[src/rtl/iram_loader_pkg.sv]
// Shared types and constants for the boot-time instruction RAM loader.
package iram_loader_pkg;

   typedef enum logic [2:0] {
      ST_SYNC,
      ST_LEN,
      ST_DATA,
      ST_CSUM,
      ST_DONE,
      ST_ERR
   } state_t;

   localparam logic [31:0] MAGIC_DEFAULT = 32'h5652_5053;
   localparam int unsigned HDR_BYTES     = 4;

   // States in which the loader is willing to take a byte.
   function automatic logic st_accepts(input state_t s);
      return (s == ST_SYNC) || (s == ST_LEN) || (s == ST_DATA) || (s == ST_CSUM);
   endfunction

endpackage

[src/rtl/iram_loader_byte_pack4.sv]
// Packs four consecutive bytes into one little-endian 32-bit word.
module byte_pack4
   import iram_loader_pkg::*;
(
   input  logic        clk,
   input  logic        rst,
   input  logic        i_clr,
   input  logic        i_vld,
   input  logic [7:0]  i_dat,
   output logic [31:0] o_word,
   output logic        o_word_vld
);

   localparam logic [1:0] K_LAST = 2'(HDR_BYTES - 1);

   logic [1:0]  r_k;
   logic [23:0] r_bytes;

   always_ff @(posedge clk or posedge rst) begin
      if (rst) begin
         r_k     <= 2'd0;
         r_bytes <= 24'd0;
      end else if (i_clr) begin
         r_k     <= 2'd0;
         r_bytes <= 24'd0;
      end else if (i_vld) begin
         r_k <= r_k + 2'd1;
         case (r_k)
            2'd0:    r_bytes[7:0]   <= i_dat;
            2'd1:    r_bytes[15:8]  <= i_dat;
            2'd2:    r_bytes[23:16] <= i_dat;
            default: ;
         endcase
      end
   end

   // The fourth byte is used directly so the word is ready on its accepting edge.
   assign o_word     = {i_dat, r_bytes};
   assign o_word_vld = i_vld && (r_k == K_LAST);

endmodule

[src/rtl/iram_loader.sv]
// Boot loader: validates a MAGIC/N/data/checksum byte stream, writes iram, releases core reset.
// Optional inter-byte timeout is compiled in with LOADER_TIMEOUT_EN.
module iram_loader
   import iram_loader_pkg::*;
#(
   parameter int          ADDR_W      = 12,
   parameter logic [31:0] MAGIC       = MAGIC_DEFAULT,
   parameter int          TIMEOUT_CYC = 100000
) (
   input  logic              clk,
   input  logic              rst,
   input  logic              byte_vld_i,
   input  logic [7:0]        byte_dat_i,
   output logic              byte_rdy_o,
   output logic              iram_we_o,
   output logic [ADDR_W-1:0] iram_addr_o,
   output logic [31:0]       iram_wdata_o,
   output logic              core_rst_n_o,
   output logic              done_o,
   output logic              err_o
);

   localparam logic [32:0] CAPACITY = 33'd1 << ADDR_W;

   state_t            r_state;
   state_t            w_state_nxt;
   logic              r_rdy;
   logic              r_done;
   logic              r_err;
   logic              r_core_rst_n;
   logic              r_we;
   logic [ADDR_W-1:0] r_addr;
   logic [31:0]       r_wdata;
   logic [31:0]       r_shift;
   logic [31:0]       r_csum;
   logic [ADDR_W-1:0] r_widx;
   logic [ADDR_W-1:0] r_last;

   logic              w_acc;
   logic              w_pack_vld;
   logic              w_pack_clr;
   logic [31:0]       w_word;
   logic              w_word_vld;
   logic [31:0]       w_shift_nxt;
   logic              w_len_over;
   logic              w_wr;
   logic              w_timeout;
   logic              w_rdy_nxt;
   logic              w_done_nxt;
   logic              w_err_nxt;
   logic              w_core_rst_n_nxt;

   assign w_acc       = byte_vld_i && r_rdy;
   assign w_pack_vld  = w_acc && (r_state != ST_SYNC);
   assign w_pack_clr  = (w_state_nxt != r_state);
   assign w_shift_nxt = {byte_dat_i, r_shift[31:8]};
   assign w_len_over  = {1'b0, w_word} > CAPACITY;
   assign w_wr        = w_word_vld && (r_state == ST_DATA);

   byte_pack4 u_pack (
      .clk        (clk),
      .rst        (rst),
      .i_clr      (w_pack_clr),
      .i_vld      (w_pack_vld),
      .i_dat      (byte_dat_i),
      .o_word     (w_word),
      .o_word_vld (w_word_vld)
   );

`ifdef LOADER_TIMEOUT_EN
   localparam int IDLE_W = $clog2(TIMEOUT_CYC + 1);

   logic [IDLE_W-1:0] r_idle;
   logic              w_idle_active;

   assign w_idle_active = (r_state == ST_LEN) || (r_state == ST_DATA) || (r_state == ST_CSUM);
   // An accepting cycle never times out, so a byte is never dropped by the abort.
   assign w_timeout     = w_idle_active && !w_acc && (r_idle >= IDLE_W'(TIMEOUT_CYC));

   always_ff @(posedge clk or posedge rst) begin
      if (rst) begin
         r_idle <= '0;
      end else if (!w_idle_active || w_acc || w_timeout) begin
         r_idle <= '0;
      end else begin
         r_idle <= r_idle + IDLE_W'(1);
      end
   end
`else
   logic w_unused_timeout;

   assign w_timeout        = 1'b0;
   assign w_unused_timeout = ^TIMEOUT_CYC;
`endif

   always_ff @(posedge clk or posedge rst) begin
      if (rst) begin
         r_state <= ST_SYNC;
      end else begin
         r_state <= w_state_nxt;
      end
   end

   always_comb begin
      w_state_nxt = r_state;
      case (r_state)
         ST_SYNC: begin
            if (w_acc && (w_shift_nxt == MAGIC)) w_state_nxt = ST_LEN;
         end
         ST_LEN: begin
            if (w_word_vld) begin
               if (w_len_over)          w_state_nxt = ST_ERR;
               else if (w_word == 32'd0) w_state_nxt = ST_CSUM;
               else                      w_state_nxt = ST_DATA;
            end
         end
         ST_DATA: begin
            if (w_word_vld && (r_widx == r_last)) w_state_nxt = ST_CSUM;
         end
         ST_CSUM: begin
            if (w_word_vld) w_state_nxt = (w_word == r_csum) ? ST_DONE : ST_ERR;
         end
         default: ;
      endcase
      if (w_timeout) w_state_nxt = ST_SYNC;
   end

   // Status outputs are registered from the next state, so they change on the deciding edge.
   always_comb begin
      w_rdy_nxt        = st_accepts(w_state_nxt);
      w_done_nxt       = (w_state_nxt == ST_DONE);
      w_err_nxt        = (w_state_nxt == ST_ERR);
      w_core_rst_n_nxt = (w_state_nxt == ST_DONE);
   end

   always_ff @(posedge clk or posedge rst) begin
      if (rst) begin
         r_rdy        <= 1'b0;
         r_done       <= 1'b0;
         r_err        <= 1'b0;
         r_core_rst_n <= 1'b0;
      end else begin
         r_rdy        <= w_rdy_nxt;
         r_done       <= w_done_nxt;
         r_err        <= w_err_nxt;
         r_core_rst_n <= w_core_rst_n_nxt;
      end
   end

   always_ff @(posedge clk or posedge rst) begin
      if (rst) begin
         r_we    <= 1'b0;
         r_addr  <= '0;
         r_wdata <= 32'd0;
         r_shift <= 32'd0;
         r_csum  <= 32'd0;
         r_widx  <= '0;
         r_last  <= '0;
      end else begin
         r_we <= w_wr;
         if (w_wr) begin
            r_addr  <= r_widx;
            r_wdata <= w_word;
         end
         if (w_timeout) begin
            r_shift <= 32'd0;
            r_csum  <= 32'd0;
            r_widx  <= '0;
         end else begin
            if ((r_state == ST_SYNC) && w_acc) r_shift <= w_shift_nxt;
            // N is known to be 1..2**ADDR_W here, so N-1 always fits the index width.
            if ((r_state == ST_LEN) && w_word_vld) r_last <= w_word[ADDR_W-1:0] - ADDR_W'(1);
            if (w_wr) begin
               r_csum <= r_csum + w_word;
               if (r_widx != r_last) r_widx <= r_widx + ADDR_W'(1);
            end
         end
      end
   end

   assign byte_rdy_o   = r_rdy;
   assign iram_we_o    = r_we;
   assign iram_addr_o  = r_addr;
   assign iram_wdata_o = r_wdata;
   assign core_rst_n_o = r_core_rst_n;
   assign done_o       = r_done;
   assign err_o        = r_err;

endmodule

[config.mk]
export PLATFORM = sky130hd
export DESIGN_NAME = iram_loader
export DESIGN_NICKNAME = d
export VERILOG_FILES = /design/src/rtl/iram_loader_pkg.sv /design/src/rtl/iram_loader_byte_pack4.sv /design/src/rtl/iram_loader.sv
export SDC_FILE = /design/constraint.sdc
export NUM_CORES = 1
export LEC_CHECK = 0
export ABC_CLOCK_PERIOD_IN_PS = 8000
export BUFFER_PORTS_ARGS = -buffer_cell sky130_fd_sc_hd__buf_2
export CAP_MARGIN = 40
export CORE_MARGIN = 2
export CORE_UTILIZATION = 33
export CTS_CLUSTER_DIAMETER = 100
export DETAILED_ROUTE_END_ITERATION = 8
export PLACE_DENSITY_LB_ADDON = 0.1
export SLEW_MARGIN = 20
export SYNTH_ARGS = -nofsm -noshare
export SYNTH_HDL_FRONTEND = slang
export SYNTH_HIERARCHICAL = 1
export SYNTH_SLANG_ARGS = --single-unit
[constraint.sdc]
create_clock -name clk -period 8 [get_ports clk]
set_input_delay 1.6 -clock clk [delete_from_list [all_inputs] [get_ports clk]]
set_output_delay 1.6 -clock clk [all_outputs]
set_load 0.05 [all_outputs]
======== After elaboration in Yosys (flattened, before gate mapping) ========
Cells that the tools add are included.
storage, ports and cells
  flip-flop bits (word level) ............. 165
  bits of input ports ..................... 11
  bits in read-only memories .............. 0
  output and inout port bits .............. 49
  memories kept ........................... 0
  bits in latches ......................... 0
  logic and storage cells ................. 75
  bits in writable memories ............... 0
operators by class
  bitwise logic cells ..................... 0
  multiply operators ...................... 0
  mux-type cells .......................... 15
  order comparisons ....................... 1
  reductions and logical operators ........ 24
  divide/modulo/power cells ............... 0
  eq/ne operators ......................... 16
  add/sub/neg operators ................... 4
  shift-type cells ........................ 0
operators by type and width
  kind                     number
  $mux W24                 2
  $add A32 B32 Y32         1
  $eq A32 B31 Y1 const B   1
  $eq A32 B32 Y1           1
  $gt A32 B13 Y1 const B   1
  $logic_not A32 Y1        1
  $mux W8                  3
  $mux W3                  5
  $add A12 B1 Y12 const B  1
  $eq A12 B12 Y1           1
  $eq A3 B2 Y1 const B     4
  $ne A12 B12 Y1           1
  $pmux W3 S4              1
  $sub A12 B1 Y12 const B  1
  $logic_and A1 B1 Y1      8
  $reduce_and A2 Y1        4
  $reduce_bool A2 Y1       4
  $eq A3 B1 Y1 const B     2
  $eq A3 B3 Y1 const B     2
  $logic_not A3 Y1         2
  $eq A2 B2 Y1 const B     2
  $mux W2                  2
  $logic_or A1 B1 Y1       3
  $ne A3 B3 Y1             1
  other kinds (5)          6

======== Logic depth before layout (Yosys ltp) ========
  word-level depth ........................ 10
  depth in mapped cells ................... 14
  gate-level depth less buffers ........... 11

======== Modules after synthesis ========
The synthesis kept the hierarchy.
by module, submodules not included
  module       seq. area each (um2)  cells an instance  times used  area an instance (um2)
  iram_loader  3278.1                764                1           7128.1
  byte_pack4   650.6                 113                1           1322.5

======== Worst setup path before layout ========
No wires, ideal clock.
  path type ............................... in2reg
  start ................................... in byte_vld_i
  end ..................................... reg u_pack.r_bytes[15]
  cell stages on the path ................. 13
  setup slack ............................. 4.425 ns
  data required time ...................... 7.871 ns
  arrival ................................. 3.445 ns
  buffers on the path ..................... 3
  library setup time ...................... 0.129 ns
  cells stage by stage .................... nand2_1 nor2_1 buf_6 and2_1 nand2_1 or3_1 clkbuf_1 nor2_1 a21oi_1 a21oi_1 clkbuf_1 nand2b_1 mux2i_1
between the ends
  longest elaborated chain between the ends .. 9
  elaborated cells between the ends (all ways) .. 15
  those cells by class .................... eq/ne: 1; mux: 6; reduce/logical: 8
ends and longest elaborated chain
  what                                 RTL line                      source
  from (decl)                          iram_loader.sv:12             input logic byte_vld_i,
  $logic_and A1 B1 Y1 *                iram_loader.sv:53             assign w_acc = byte_vld_i && r_rdy;
  $logic_and A1 B1 Y1 *                iram_loader.sv:54             assign w_pack_vld = w_acc && (r_state != ST_SYNC);
  net w_pack_vld                       iram_loader.sv:40             logic w_pack_vld;
  $logic_and A1 B1 Y1 *                iram_loader_byte_pack4.sv:39  assign o_word_vld = i_vld && (r_k == K_LAST);
  net w_word_vld                       iram_loader.sv:43             logic w_word_vld;
  $logic_and A1 B1 Y1                  iram_loader.sv:118            if (w_word_vld && (r_widx == r_last)) w_state_nxt = ST_CSUM;
  $mux W3                              iram_loader.sv:118
  $pmux W3 S4 *                        iram_loader.sv:106            case (r_state)
  $ne A3 B3 Y1 *                       iram_loader.sv:55             assign w_pack_clr = (w_state_nxt != r_state);
  net w_pack_clr                       iram_loader.sv:41             logic w_pack_clr;
  $reduce_bool A2 Y1 (no source line)  -
  $reduce_and A2 Y1 (no source line)   -
  to (signal assigned)                 iram_loader_byte_pack4.sv:30  2'd1: r_bytes[15:8] <= i_dat;
  to (decl)                            iram_loader_byte_pack4.sv:17  logic [23:0] r_bytes;
The timed path passes the listed nets; every way through them passes the cells marked *.
A chain may end at the register's enable or synchronous reset.

======== Worst setup path after layout ========
  start ................................... in byte_vld_i
  end ..................................... reg u_pack.r_bytes[16]
Same word-level chain as after synthesis.

==> metrics.txt <==
final setup violation count 0; Clock Skew between 0.015 and 0.02 ns; Clock Path Buffers 2; critical path arrival 4.24 ns; outcome completed; # nets final 963; Synth area leader dfrtp_1; Synth Instances 877; Starting Density 33.6%; post-route setup TNS 0 ns; startpoint types input port; Worst Hold Class flop to flop; Crit Path Category input port to flop; Clk network pwr share 50.0%; Clock Sinks 157; gr usage total 16.8%; row cnt between 50 and 60; vias per inst 4.91; Ys Warns 6; Post-synth EDFFs 0; Post-CTS Setup Inserts 0; IO Port Bufs slightly below 60; GP Congestion between 0.7 and 0.8; share of the synthesized area in the top cell type roughly 46%; relative slew slack 57.5%; Clk Latency, worst-skew pair 0.44 ns; PwrDens 184 mW/mm2; DR iter-0 viols 265; Sequential Power Share 46.4%; post-synth cell types 64; fin util 38.3%; RSZ-0062 raised after global routing no; internal power 1.34 mW; Worst Setup End Kind flop; final period utilization 49.3%; Reg clk slew, reported paths around 0.07 ns; hold buffers post-CTS 0; Cell Area, Synth 0.00845 mm2; Most used DFF post-synth dfrtp_1; Leak 5.02 nW; asr flop ratio synth 100%; share of layout cells above drive strength 1 15.6%; Layout fillers 2556; overall routed net length 21600 um; n_diodes 0; Synth Register Bits 157; first-pass GRT wire length ~35000 um; hpwl dp 15100 um; Final Hold Fails 0; core area approximately 0.025 mm2; Slew Viols, Final 0; register area share after synthesis 46.5%; Max Freq 254 MHz; Root Buffer Master clkbuf_16; Logic pwr share roughly 3.6%; vias in the first global route 6167; maximum VDD drop 0.116 mV; worst-margin pin slew approximately 0.64 ns; DRC viols 0; CTS tree built; Die Height between 150 and 200 um; Die Span X between 150 and 200 um; Final ANT Viol Nets 0; Area growth syn-to-layout 14.2%; hold depth 2; required time of the worst setup path 8.30 ns; Tot Pwr 1.78 mW; switch share 24.3%; Worst R2R Path Depth 12; largest net degree at the start of global routing slightly below 90; crit path max fanout 28; via count 6161; Net Count, Synth 927; max_cap viols 0; gr ovfl total 0; initial antenna violation count 0; TritonRoute pass-1 iters 4; post-CTS sizing 0; drt wl/cell 17.2 um; total CTS buffers 17; ranking of synthesized cells by area dfrtp_1 46%, nand2_1 8.6%, ha_1 5.6%, mux2_2 3.5%, mux2i_1 3.3%; H-Tree Depth 4; min cycle time layout 3.94 ns; # IOs 60; Mean Syn Cell Area 9.64 um2; sw power 0.432 mW; die area 0.0269 mm2
==> flip-flops by register name, summed over array words and instances (netlist names) <==
register and count:
err_o 1, byte_rdy_o 1, u_pack/r_bytes 24, u_pack/r_k 2, r_last 12, r_state 3, iram_addr_o 12, r_shift 24
r_widx 12, iram_wdata_o 32, r_csum 32, iram_we_o 1, core_rst_n_o 1
==> placed cells by master, fill, tap and decap left out, drive strengths merged, types with 14 or more instances in the layout <==
cell and count:
nand2 195, dfrtp 157, buf 68, o21ai 43, ha 38, nor2 37, a21oi 37, nand2b 35
xor2 31, mux2i 28, mux2 27, xnor2 25, inv 21, clkbuf 19, nor4 18, a21o 15
nand3 14
==> synth_stat cells (all sizes together) (5+ instances only) <==
cell,instances
a21o,15
a21oi,37
a31oi,8
and2,8
and3,7
buf,28
clkbuf,24
dfrtp,157
ha,38
inv,14
mux2,27
mux2i,28
nand2,195
nand2b,35
nand3,14
nand4,10
nor2,37
nor3,8
nor3b,8
nor4,18
nor4b,5
o21ai,43
o21bai,5
o31ai,7
or3,5
or4,6
xnor2,25
xor2,31
==> worst max-delay path, stage by stage <==
cell	delay, ns
buf_2	0.08
nand2_1	0.07
nor2_1	0.43
and2_1	0.25
nand2_1	0.08
or3_4	0.50
nor2_1	0.18
a21oi_1	0.08
a21oi_1	0.23
clkbuf_4	0.25
buf_4	0.22
nand2b_1	0.18
mux2i_1	0.08
==> per-stage QoR <==
step	std cells	area [um2]	hold slack, ns	setup slack, ns
3_5_place_dp	1222	8990	0.458	3.16
5_1_grt	1256	9650	0.504	3.76
3_3_place_gp	1220	8950	0.456	3.27
2_1_floorplan	877	8450	0.452	2.90
6_report	1256	9650	0.473	4.06
4_1_cts	1254	9620	0.480	3.59
==> final cells by class <==
| class | instances | area (um2) | area share, % |
|---|---|---|---|
| inverters | 14 | 57.6 | 0.596 |
| repair buffers | 69 | 418 | 4.33 |
| clock buffers | 18 | 429 | 4.45 |
| clock inverters | 14 | 195 | 2.02 |
| multi-input cells | 654 | 4210 | 43.6 |
| well taps | 330 | 413 | 4.28 |
| flip-flops and latches | 157 | 3930 | 40.7 |
==> power by group through the flow <==
stage               logic, mW  registers, mW  clock network [mW]
floorplan              0.0477          0.834                   0
global placement       0.0636          0.839                   0
detailed placement     0.0669          0.839                   0
CTS                    0.0669          0.823               0.915
global route           0.0725          0.826               0.948
finish                 0.0643          0.824               0.887
==> path summary, 6_finish.rpt <==
path	endpoint	slack, ns	start
worst max-delay path	u_pack/r_bytes[16]	4.06	byte_vld_i
worst min-delay path	iram_addr_o[11]	0.47	iram_addr_o[11]
worst max register to register	u_pack/r_bytes[16]	4.74	r_state[2]
worst min register to register	iram_addr_o[11]	0.47	iram_addr_o[11]
max in group asynchronous	r_csum[15]	5.76	rst
min in group asynchronous	u_pack/r_bytes[5]	1.22	rst
==> routing by layer <==
layer / global-route usage [%] / vias to the layer above / wire length (um)
li1: - / 3083 / -
met1: 23.3 / 2988 / 10700
met2: 26.8 / 72 / 9930
met3: 3.26 / 18 / 582
met4: 5.02 / 0 / 437
met5: 0 / - / 0
==> cells by family (layout without fill, tap and decap cells) <==
logic type,Yosys count,in the layout,share of synthesized area [%]
flip-flops,157,157,46.5
adder cells (fa/ha/maj),39,39,5.86
buffers and inverters,66,115,3.81
AO/OA/AOI/OAI,133,133,9.86
XOR/XNOR,56,56,5.80
AND/OR/NAND/NOR,371,371,21.2
multiplexers,55,55,6.96
Note: power is estimated with default switching activity, not from simulation.
